[src/rtl/clock_pkg.sv]
// Shared types, limits and wrap helpers for the clock/alarm datapath.
package clock_pkg;

   localparam int HR_W  = 5;
   localparam int MIN_W = 6;

   localparam logic [HR_W-1:0]  HR_MAX  = 5'd23;
   localparam logic [MIN_W-1:0] MIN_MAX = 6'd59;

   typedef logic [1:0] state_t;
   localparam state_t IDLE   = 2'd0;
   localparam state_t RING   = 2'd1;
   localparam state_t SNOOZE = 2'd2;

   function automatic logic [HR_W-1:0] inc_hr(input logic [HR_W-1:0] h);
      return (h == HR_MAX) ? '0 : h + 1'b1;
   endfunction

   function automatic logic [MIN_W-1:0] inc_min(input logic [MIN_W-1:0] m);
      return (m == MIN_MAX) ? '0 : m + 1'b1;
   endfunction

endpackage

[src/rtl/alarm_set_ctrl_if.sv]
// Button, time and alarm-status bundle between the panel logic and alarm_set_ctrl.
interface alarm_set_ctrl_if;
   import clock_pkg::*;

   logic              alarm_d;
   logic              alarm_en;
   logic              btn_hr;
   logic              btn_min;
   logic              btn_stop;
   logic              sec_tick;
   logic [HR_W-1:0]   cur_hr;
   logic [MIN_W-1:0]  cur_min;
   logic [MIN_W-1:0]  cur_sec;
   logic [HR_W-1:0]   alm_hr;
   logic [MIN_W-1:0]  alm_min;
   logic              ring;
   logic              snoozing;

   modport master (
      output alarm_d, alarm_en, btn_hr, btn_min, btn_stop, sec_tick,
             cur_hr, cur_min, cur_sec,
      input  alm_hr, alm_min, ring, snoozing
   );

   modport slave (
      input  alarm_d, alarm_en, btn_hr, btn_min, btn_stop, sec_tick,
             cur_hr, cur_min, cur_sec,
      output alm_hr, alm_min, ring, snoozing
   );

endinterface

[src/rtl/alarm_set_ctrl_edge_pulse.sv]
// Registered rising-edge detector: one-cycle pulse, one cycle after the level rises.
module edge_pulse (
   input  logic cclk,
   input  logic clr,
   input  logic level,
   output logic pulse
);

   logic level_q;

   always_ff @(posedge cclk or posedge clr) begin
      if (clr) begin
         level_q <= 1'b0;
         pulse   <= 1'b0;
      end else begin
         level_q <= level;
         pulse   <= level & ~level_q;
      end
   end

endmodule

[src/rtl/alarm_set_ctrl.sv]
// Alarm-time editing, alarm match and bounded ring control.
// Snooze support is compiled in when ALARM_SNOOZE_EN is defined.
module alarm_set_ctrl
   import clock_pkg::*;
#(
   parameter int RING_SECS = 60
`ifdef ALARM_SNOOZE_EN
   ,
   parameter int SNOOZE_MIN = 5
`endif
)(
   input logic             cclk,
   input logic             clr,
   alarm_set_ctrl_if.slave bus
);

   localparam logic [7:0] RING_LOAD = 8'(RING_SECS);

   logic             hr_ev, min_ev, stop_ev;
   logic [HR_W-1:0]  alm_hr_q;
   logic [MIN_W-1:0] alm_min_q;
   logic [HR_W-1:0]  tgt_hr;
   logic [MIN_W-1:0] tgt_min;
   logic             match, match_q, match_ev, expire;
   logic [7:0]       ring_cnt;
   logic             ring_q;
   state_t           state, state_nxt;

   edge_pulse u_hr_edge   (.cclk(cclk), .clr(clr), .level(bus.btn_hr),   .pulse(hr_ev));
   edge_pulse u_min_edge  (.cclk(cclk), .clr(clr), .level(bus.btn_min),  .pulse(min_ev));
   edge_pulse u_stop_edge (.cclk(cclk), .clr(clr), .level(bus.btn_stop), .pulse(stop_ev));

   // Hour and minute fields wrap independently; a minute rollover never carries.
   always_ff @(posedge cclk or posedge clr) begin
      if (clr) begin
         alm_hr_q  <= '0;
         alm_min_q <= '0;
      end else if (bus.alarm_d) begin
         if (hr_ev)  alm_hr_q  <= inc_hr(alm_hr_q);
         if (min_ev) alm_min_q <= inc_min(alm_min_q);
      end
   end

`ifdef ALARM_SNOOZE_EN
   localparam state_t STOP_DEST = SNOOZE;

   logic [HR_W-1:0]  snz_hr;
   logic [MIN_W-1:0] snz_min;
   logic [MIN_W:0]   min_sum;
   logic             snoozing_q;

   assign min_sum = {1'b0, bus.cur_min} + 7'(SNOOZE_MIN);

   // Snooze target is "now + SNOOZE_MIN", taken at the moment the ring is stopped.
   always_ff @(posedge cclk or posedge clr) begin
      if (clr) begin
         snz_hr     <= '0;
         snz_min    <= '0;
         snoozing_q <= 1'b0;
      end else begin
         snoozing_q <= (state_nxt == SNOOZE);
         if (state == RING && state_nxt == SNOOZE) begin
            if (min_sum > {1'b0, MIN_MAX}) begin
               snz_min <= MIN_W'(min_sum - 7'd60);
               snz_hr  <= inc_hr(bus.cur_hr);
            end else begin
               snz_min <= min_sum[MIN_W-1:0];
               snz_hr  <= bus.cur_hr;
            end
         end
      end
   end

   assign tgt_hr       = (state == SNOOZE) ? snz_hr  : alm_hr_q;
   assign tgt_min      = (state == SNOOZE) ? snz_min : alm_min_q;
   assign bus.snoozing = snoozing_q;
`else
   localparam state_t STOP_DEST = IDLE;

   assign tgt_hr       = alm_hr_q;
   assign tgt_min      = alm_min_q;
   assign bus.snoozing = 1'b0;
`endif

   assign match    = (bus.cur_hr == tgt_hr) && (bus.cur_min == tgt_min) && (bus.cur_sec == '0);
   assign match_ev = match & ~match_q;
   assign expire   = bus.sec_tick && (ring_cnt == 8'd1);

   // Disarm overrides everything; a stop outranks a simultaneous expiry.
   always_comb begin
      state_nxt = state;
      if (!bus.alarm_en) begin
         state_nxt = IDLE;
      end else begin
         case (state)
            IDLE:    if (match_ev) state_nxt = RING;
            RING:    if (stop_ev)  state_nxt = STOP_DEST;
                     else if (expire) state_nxt = IDLE;
`ifdef ALARM_SNOOZE_EN
            SNOOZE:  if (match_ev) state_nxt = RING;
`endif
            default: state_nxt = IDLE;
         endcase
      end
   end

   always_ff @(posedge cclk or posedge clr) begin
      if (clr) begin
         state    <= IDLE;
         ring_q   <= 1'b0;
         match_q  <= 1'b0;
         ring_cnt <= '0;
      end else begin
         state   <= state_nxt;
         ring_q  <= (state_nxt == RING);
         match_q <= match;
         if (state != RING && state_nxt == RING)
            ring_cnt <= RING_LOAD;
         else if (state_nxt != RING)
            ring_cnt <= '0;
         else if (bus.sec_tick)
            ring_cnt <= ring_cnt - 1'b1;
      end
   end

   assign bus.alm_hr  = alm_hr_q;
   assign bus.alm_min = alm_min_q;
   assign bus.ring    = ring_q;

endmodule

[src/flat_wrapper.sv]
// flat-port wrapper written by rule: the top's interface ports become plain ports
module alarm_set_ctrl_flat import clock_pkg::*;
#(
   parameter int RING_SECS = 60

)
  (cclk, clr, bus_alarm_d, bus_alarm_en, bus_btn_hr, bus_btn_min, bus_btn_stop, bus_sec_tick, bus_cur_hr, bus_cur_min, bus_cur_sec, bus_alm_hr, bus_alm_min, bus_ring, bus_snoozing);
  alarm_set_ctrl_if bus_i ();
  input logic cclk;
  input logic clr;
  input wire logic [$bits(bus_i.alarm_d)-1:0] bus_alarm_d;
  input wire logic [$bits(bus_i.alarm_en)-1:0] bus_alarm_en;
  input wire logic [$bits(bus_i.btn_hr)-1:0] bus_btn_hr;
  input wire logic [$bits(bus_i.btn_min)-1:0] bus_btn_min;
  input wire logic [$bits(bus_i.btn_stop)-1:0] bus_btn_stop;
  input wire logic [$bits(bus_i.sec_tick)-1:0] bus_sec_tick;
  input wire logic [$bits(bus_i.cur_hr)-1:0] bus_cur_hr;
  input wire logic [$bits(bus_i.cur_min)-1:0] bus_cur_min;
  input wire logic [$bits(bus_i.cur_sec)-1:0] bus_cur_sec;
  output wire logic [$bits(bus_i.alm_hr)-1:0] bus_alm_hr;
  output wire logic [$bits(bus_i.alm_min)-1:0] bus_alm_min;
  output wire logic [$bits(bus_i.ring)-1:0] bus_ring;
  output wire logic [$bits(bus_i.snoozing)-1:0] bus_snoozing;
  assign bus_i.alarm_d = bus_alarm_d;
  assign bus_i.alarm_en = bus_alarm_en;
  assign bus_i.btn_hr = bus_btn_hr;
  assign bus_i.btn_min = bus_btn_min;
  assign bus_i.btn_stop = bus_btn_stop;
  assign bus_i.sec_tick = bus_sec_tick;
  assign bus_i.cur_hr = bus_cur_hr;
  assign bus_i.cur_min = bus_cur_min;
  assign bus_i.cur_sec = bus_cur_sec;
  assign bus_alm_hr = bus_i.alm_hr;
  assign bus_alm_min = bus_i.alm_min;
  assign bus_ring = bus_i.ring;
  assign bus_snoozing = bus_i.snoozing;
  alarm_set_ctrl #(.RING_SECS(RING_SECS)) u_core (.cclk(cclk), .clr(clr), .bus(bus_i));
endmodule
[config.mk]
export PLATFORM = sky130hd
export DESIGN_NAME = alarm_set_ctrl_flat
export DESIGN_NICKNAME = d
export VERILOG_FILES = /design/src/rtl/clock_pkg.sv /design/src/rtl/alarm_set_ctrl_if.sv /design/src/rtl/alarm_set_ctrl_edge_pulse.sv /design/src/rtl/alarm_set_ctrl.sv /design/src/flat_wrapper.sv
export SDC_FILE = /design/constraint.sdc
export NUM_CORES = 1
export LEC_CHECK = 0
export CAP_MARGIN = 20
export CORE_MARGIN = 1
export CORE_UTILIZATION = 48
export CTS_CLUSTER_SIZE = 30
export DETAILED_ROUTE_END_ITERATION = 10
export PLACE_DENSITY = 0.83
export SLEW_MARGIN = 20
export SYNTH_ARGS = -nofsm -noshare
export SYNTH_HDL_FRONTEND = slang
export SYNTH_HIERARCHICAL = 1
export SYNTH_SLANG_ARGS = --single-unit
export TNS_END_PERCENT = 30
[constraint.sdc]
create_clock -name cclk -period 1.6 [get_ports cclk]
set_input_delay 0.32 -clock cclk [delete_from_list [all_inputs] [get_ports cclk]]
set_output_delay 0.32 -clock cclk [all_outputs]
set_load 0.02 [all_outputs]
==> results.py, run 1 <==
metrics = {
    "synthesis": {
        "syn_avg_cell_area_um2": 10.35,
        "yosysWarnings": 6,
        "synth-edff-count": 0,
        "synthMuxAreaShare_pct": 2.235,
        "synth_top_flop_cell": "dfrtp_1",
        "synth-simple-area-share_pct": 23.51,
        "seq_area_frac_synth_pct": 48.01,
        "ys_async_sr_fraction_pct": 100.0,
        "synthCells": 146,
        "synth_top_family_by_area": "simple AND/OR/NAND/NOR gates",
        "synth_compound_area_share_pct": 9.603,
        "syn_area_um2": 1511,
        "synth_fa_ha_area_share_pct": 3.311,
        "synth_xor_xnor_area_share_pct": 8.692,
        "ys_ff_latch": 29,
        "synth_cell_types": 39,
    },
    "die": {
        "die_w_um": 58.12,
        "start_util_pct": 52.54,
        "ios": 38,
        "dieArea_um2": 3377,
        "core_um2": 2877,
        "rows": 19,
        "die_h_um": 58.12,
    },
    "clocking": {
        "clkTransAtPathRegs_ns": 0.10,
        "root_buffer": "clkbuf_4",
        "cts_tree": "built",
        "numCtsBuffers": 5,
        "max-clock-path-buffers": 2,
        "worstSkewPairLatency_ns": 0.33,
        "cts.sink_count": 29,
        "htreeDepth": 2,
    },
    "flow_run": {
        "maxCapViolations": 0,
    },
    "timing": {
        "hold_viol_final": 0,
        "fin_crit_sh_pct": 95.49,
        "report.final.slew_viol_count": 0,
        "clock_skew_ns": 0.01232,
        "finalSetupViolations": 0,
        "timing.fmax_mhz": 654.5,
        "period_minus_slack_ns": 1.528,
        "setup_tns_ns": 0,
        "rsz0062_at_grt": "false",
    },
    "worst_setup_path": {
        "cp.required_ns": 1.86,
        "end_kind": "flip-flop",
        "rr_worst_depth": 5,
        "cpPeakStageDelay_ns": 0.41,
        "startpoint": "bus_cur_sec[1]",
        "critPathSlowestCell": "clkdlybuf4s50_1",
        "r2r-start": "u_core/ring_cnt[4]",
        "crit_path_cell_trace": "clkdlybuf4s50_1 > nor4_1 > nand3_1 > nor3_2 > a31oi_4 > a21oi_1",
        "cp-start-kind": "primary input",
        "arrival_ns": 1.78,
        "timing_worst_setup_path_type": "primary input to flip-flop",
        "crit_fanout": 6,
        "r2r-end": "u_core/ring_cnt[5]",
        "timing.critical_path.to": "u_core/ring_cnt[5]",
        "r2r_slack_ns": 0.09,
    },
    "placement": {
        "place_congestion": 0.8882,
        "dp_hpwl_um": 2512,
        "io_buffers": 36,
        "placed_area_um2": 1971,
        "place_inst": 230,
    },
    "route": {
        "wl_um": 3254,
        "vias": 1246,
        "vias_per_cell": 5.235,
        "final_antenna_net_count": 0,
        "wl_per_cell_um": 13.67,
        "drtIter0Drc": 56,
        "drc": 0,
        "dr.pass1.iters": 4,
    },
    "layout": {
        "syn_to_final_growth_pct": 36.09,
        "drive_above_1_share_pct": 16.33,
        "postLayoutCellArea_um2": 2057,
        "fin_util_pct": 71.51,
        "antenna_cells": 0,
        "nNetsFinal": 224,
        "final_cells": 238,
    },
    "global_routing": {
        "grt_remaining_overflow": 0,
        "grt_max_degree": 24,
        "antenna_found_initial": 0,
        "grt_pass1_vias": 1345,
        "grt_pass1_wl_um": 5568,
        "track_usage_pct": 22.05,
    },
    "pwr": {
        "vdd_drop_max_mv": 0.7525,
        "p_leak_nw": 0.9803,
        "power_density_nw_per_um2": 1197,
    },
    "outcome": {
        "status": "complete, no violations",
    },
    "hold_path": {
        "hp-class": "primary input to asynchronous set/reset pin",
    },
}
## synth_stat cells, types with 2 or more instances
library cell | count | area (um^2)
dfrtp_1 | 29 | 725.7
inv_1 | 13 | 48.80
nand2_1 | 11 | 41.29
nor2_1 | 10 | 37.54
xnor2_1 | 10 | 87.58
nand3_1 | 9 | 45.04
o21ai_0 | 6 | 30.03
a21oi_1 | 5 | 25.02
xor2_1 | 5 | 43.79
ha_1 | 4 | 50.05
nand2b_1 | 4 | 25.02
mux2_2 | 3 | 33.78
nor2b_4 | 3 | 41.29
nor3_1 | 3 | 15.01
or2b_1 | 3 | 22.52
a31oi_1 | 2 | 12.51
and3_1 | 2 | 12.51
buf_2 | 2 | 10.01
nand4_1 | 2 | 12.51
## placed cells by master, fill, tap and decap left out, types with 2 or more instances in the layout
| cell type | instances |
|---|---|
| o21ai_0 | 6 |
| nand4_1 | 2 |
| a21oi_1 | 5 |
| clkbuf_4 | 5 |
| dlygate4sd2_1 | 11 |
| nor2_1 | 10 |
| nand3_1 | 9 |
| and3_1 | 2 |
| xnor2_1 | 9 |
| a31oi_1 | 2 |
| ha_1 | 4 |
| dfrtp_1 | 28 |
| clkdlybuf4s50_1 | 24 |
| xor2_1 | 5 |
| buf_4 | 8 |
| conb_1 | 2 |
| nand2_1 | 11 |
| or2b_1 | 3 |
| nand2b_1 | 4 |
| mux2_2 | 3 |
| inv_1 | 13 |
| nor3_1 | 3 |
| nor2b_4 | 3 |
## critical path: cells and delay by family
kind	cells	cell delay [ns]
buffers and inverters	1	0.41
AOI/OAI and AO/OA	2	0.32
and+or+nand+nor	3	0.74
## cell families (layout without fill, tap and decap cells)
| kind of cell | Yosys count | after routing |
|---|---|---|
| simple gates | 58 | 58 |
| xor+xnor | 15 | 15 |
| mux | 3 | 3 |
| buf+inv | 16 | 65 |
| fa+ha+maj | 4 | 4 |
| flops | 29 | 29 |
| other cells | 1 | 2 |
| compound gates | 20 | 20 |
## how the worst min path moves through the flow
| stage | slack (ns) | to | cells past startpoint | start |
|---|---|---|---|---|
| after floorplan | 0.06 | u_core/u_hr_edge/level_q | 1 | clr |
| after global placement | 0.43 | u_core/u_hr_edge/pulse | 1 | u_core/u_hr_edge/level_q |
| after detailed placement | 0.43 | u_core/u_min_edge/pulse | 1 | u_core/u_min_edge/level_q |
| after CTS | 0.22 | u_core/u_hr_edge/level_q | 2 | clr |
| after global routing | 0.22 | u_core/u_min_edge/pulse | 2 | clr |
| final | 0.23 | u_core/u_hr_edge/pulse | 2 | clr |
## state kept, by name, indices dropped and copies added (netlist names)
signal                      cells
u_core/bus.alm_hr               5
u_core/bus.alm_min              6
u_core/bus.ring                 1
u_core/match_q                  1
u_core/ring_cnt                 8
u_core/state                    2
u_core/u_hr_edge/level_q        1
u_core/u_hr_edge/pulse          1
u_core/u_min_edge/level_q       1
u_core/u_min_edge/pulse         1
u_core/u_stop_edge/level_q      1
u_core/u_stop_edge/pulse        1
## area by class of cell
cell class	instances	area (um^2)
clock inverter	2	37.54
inverter	13	48.80
fill	222	819.5
timing repair buffer	44	409.1
clock buffer	6	51.30
sequential	29	726.9
tap	42	52.55
multi-input combinational	102	730.7
## power by group
group          switching (mW)  internal, mW
clock                   0.271         0.371
combinational           0.405         0.387
sequential              0.184         0.845
## layer usage
layer  GRT usage (%)  vias up  wire, um  share of wire, %
li1                -      591         -                 -
met1           24.93      613      1334                41
met2           38.59       37      1713                53
met3           6.920        5       177               5.4
met4           8.844        0        29              0.89
met5               0        -         0                 0
## per-stage QoR
stage          hold WS, ns  setup WS, ns  total power [mW]
6_report            0.2328       0.07222             2.462
5_1_grt             0.2237      0.008147             2.600
4_1_cts             0.2216      0.001859             2.474
3_3_place_gp        0.4332       -0.1574             1.861
3_5_place_dp        0.4341       -0.2602             1.897
2_1_floorplan      0.06118        0.2210             1.491
## what timing repair did
| action | in CTS | in global routing |
|---|---|---|
| resized for setup | 11 | 3 |
| hold buffers | 0 | 0 |
| setup buffers | 0 | 0 |
| gates cloned | 0 | 0 |
| hold endpoints to repair | 0 | 0 |
| setup endpoints to repair | 11 | 5 |
Note: power is estimated with default switching activity, not from simulation.
==> run 2, diff against run 1 <==
CTS_CLUSTER_DIAMETER = 200   (was default)
==> results of run 2 <==
No change in the layout: final DEF, timing and power equal those of run 1.
==> run 3, diff against run 2 <==
CORE_UTILIZATION = 44   (was 48)
CTS_CLUSTER_DIAMETER = default   (was 200)
MAX_ROUTING_LAYER = met4   (was default)
PLACE_DENSITY = 0.81   (was 0.83)
clock period = 1.2 ns   (was 1.6 ns; I/O delays follow)
==> run 3 against run 2 <==
The flow now finishes with violations (setup timing). Worst setup slack got worse by 0.37 ns. Clock power increased by 33%. Via count increased by 13%. Flip-flop and latch count unchanged. Combinational power increased by 110%. Count of clock-buffer cells in the layout increased by 1.
==> results.py, run 3 (synthesis results as in run 1) <==
metrics = {
    "worst_setup_path": {
        "rr_worst_depth": 5,
        "crit_fanout": 6,
        "r2r-end": "u_core/state[0]",
        "critPathSlowestCell": "dfrtp_1",
        "cpPeakStageDelay_ns": 0.42,
        "timing_worst_setup_path_type": "flip-flop to flip-flop",
        "arrival_ns": 1.71,
        "crit_path_cell_trace": "nor4_4 > nand4b_1 > and2_4 > a31oi_4 > inv_1",
        "r2r_slack_ns": -0.30,
        "r2r-start": "u_core/ring_cnt[3]",
        "end_kind": "flip-flop",
        "cp.required_ns": 1.41,
        "cp-start-kind": "flip-flop",
    },
    "hold_path": {
        "hp-class": "primary input to asynchronous set/reset pin",
    },
    "clocking": {
        "htreeDepth": 2,
        "clkTransAtPathRegs_ns": 0.10,
        "cts_tree": "built",
        "max-clock-path-buffers": 2,
        "root_buffer": "clkbuf_4",
        "numCtsBuffers": 5,
        "cts.sink_count": 29,
        "worstSkewPairLatency_ns": 0.33,
        "post_cts_hold_buffer_count": 0,
    },
    "route": {
        "final_antenna_net_count": 0,
        "wl_um": 4327,
        "vias_per_cell": 5.230,
        "drtIter0Drc": 53,
        "wl_per_cell_um": 16.09,
        "vias": 1407,
        "drc": 0,
        "dr.pass1.iters": 4,
    },
    "layout": {
        "largest_reg_flops": 8,
        "layout_commonest_cell": "buf_4",
        "layout_common_cells": "33 x buf_4, 24 x clkdlybuf4s50_1, 22 x dfrtp_1",
        "antenna_cells": 0,
        "syn_to_final_growth_pct": 56.54,
        "nNetsFinal": 253,
        "postLayoutCellArea_um2": 2366,
        "final_cells": 269,
        "drive_above_1_share_pct": 39.11,
        "top_register": "u_core/ring_cnt",
    },
    "pwr": {
        "swShare_pct": 34.94,
        "p_seq_share_pct": 34.7,
        "combPwrFrac_pct": 43.3,
        "total_switching_power_mw": 1.360,
        "vdd_drop_max_mv": 1.296,
        "p_leak_nw": 1.117,
        "p_int_mw": 2.533,
        "pwr-share-clk_pct": 21.9,
        "total_power_mw": 3.893,
        "power_density_nw_per_um2": 1645,
    },
    "die": {
        "ios": 38,
        "start_util_pct": 47.94,
        "die_w_um": 60.61,
        "rows": 20,
        "die_h_um": 60.61,
        "dieArea_um2": 3674,
        "core_um2": 3153,
    },
    "timing": {
        "finalSetupViolations": 19,
        "hold_slack_ns": 0.1500,
        "setup_slack_ns": -0.2990,
        "hold_viol_final": 0,
        "fin_crit_sh_pct": 124.9,
        "timing.fmax_mhz": 667.1,
        "rsz0062_at_grt": "true",
        "clock_skew_ns": 0.008720,
        "period_minus_slack_ns": 1.499,
        "report.final.slew_viol_count": 0,
    },
    "global_routing": {
        "grt_pass1_vias": 1433,
        "grt_pass1_wl_um": 6196,
        "antenna_found_initial": 0,
        "track_usage_pct": 24.43,
        "grt_max_degree": 18,
        "grt_remaining_overflow": 0,
    },
    "flow_run": {
        "maxCapViolations": 0,
    },
    "placement": {
        "preCtsSetupSlack_ns": -0.5501,
        "placed_area_um2": 2147,
        "io_buffers": 36,
        "place_inst": 253,
        "dp_hpwl_um": 2984,
        "place_congestion": 0.8420,
    },
    "outcome": {
        "status": "finished, violations left",
        "violations": "setup timing",
    },
}
[run 3: cell count changes in the layout (fill, tap and decap cells not counted), sizes merged]
cell | previous run | this run
buf | 8 | 49
dlygate4sd2 | 11 | 0
clkinvlp | 1 | 0
dlymetal6s2s | 1 | 0
clkbuf | 6 | 7
[run 3: worst max path at each step]
stage,from,endpoint,slack (ns)
final,u_core/ring_cnt[3],u_core/state[0],-0.30
after global routing,u_core/ring_cnt[3],u_core/state[0],-0.35
after CTS,u_core/ring_cnt[4],u_core/state[0],-0.29
after detailed placement,bus_cur_hr[1],u_core/ring_cnt[3],-0.55
after global placement,bus_cur_sec[1],u_core/ring_cnt[4],-0.42
after floorplan,u_core/bus.alm_hr[2],u_core/ring_cnt[2],-0.15
[run 3: power groups by stage]
| stage | Combinational, mW | Sequential (mW) | Clock, mW |
|---|---|---|---|
| after floorplan | 0.534 | 1.51 | 0 |
| after global placement | 1.33 | 1.34 | 0 |
| after detailed placement | 1.40 | 1.35 | 0 |
| after CTS | 1.43 | 1.34 | 0.863 |
| after global routing | 1.80 | 1.37 | 0.905 |
| final | 1.69 | 1.35 | 0.854 |
[run 3: metal layers]
layer	up-vias	GRT usage [%]	share of wire (%)
li1	648	-	-
met1	709	25.72	38
met2	39	42.70	55
met3	11	5.757	4.3
met4	0	12.01	2.5
met5	-	-	0
[run 3: worst max-delay path, delay by kind of cell (launching register included)]
| kind | cells | cell delay [ns] |
|---|---|---|
| simple gates | 3 | 0.62 |
| compound gates | 1 | 0.22 |
| buf+inv | 1 | 0.11 |
| flops | 1 | 0.42 |
[run 3: through the flow]
stage,util [%],TNS [ns]
global route,75.04,-3.745
detailed placement,68.10,-7.614
floorplan,-,-1.285
global placement,68.10,-6.474
CTS,71.47,-2.660
finish,75.04,-2.562
[run 3: timing repair]
| action | 4_1_cts | 5_1_grt |
|---|---|---|
| buffers inserted | 3 | 5 |
| pin swaps | 3 | 6 |
| setup endpoints to repair | 30 | 25 |
| gates resized for setup | 64 | 20 |
[run 3: area by class of cell]
type | count | area, um^2
Clock buffer | 7 | 55.05
Clock inverter | 1 | 30.03
Fill cell | 224 | 787.0
Inverter | 13 | 48.80
Multi-Input combinational cell | 102 | 818.3
Sequential cell | 29 | 734.5
Tap cell | 44 | 55.05
Timing Repair Buffer | 73 | 624.3
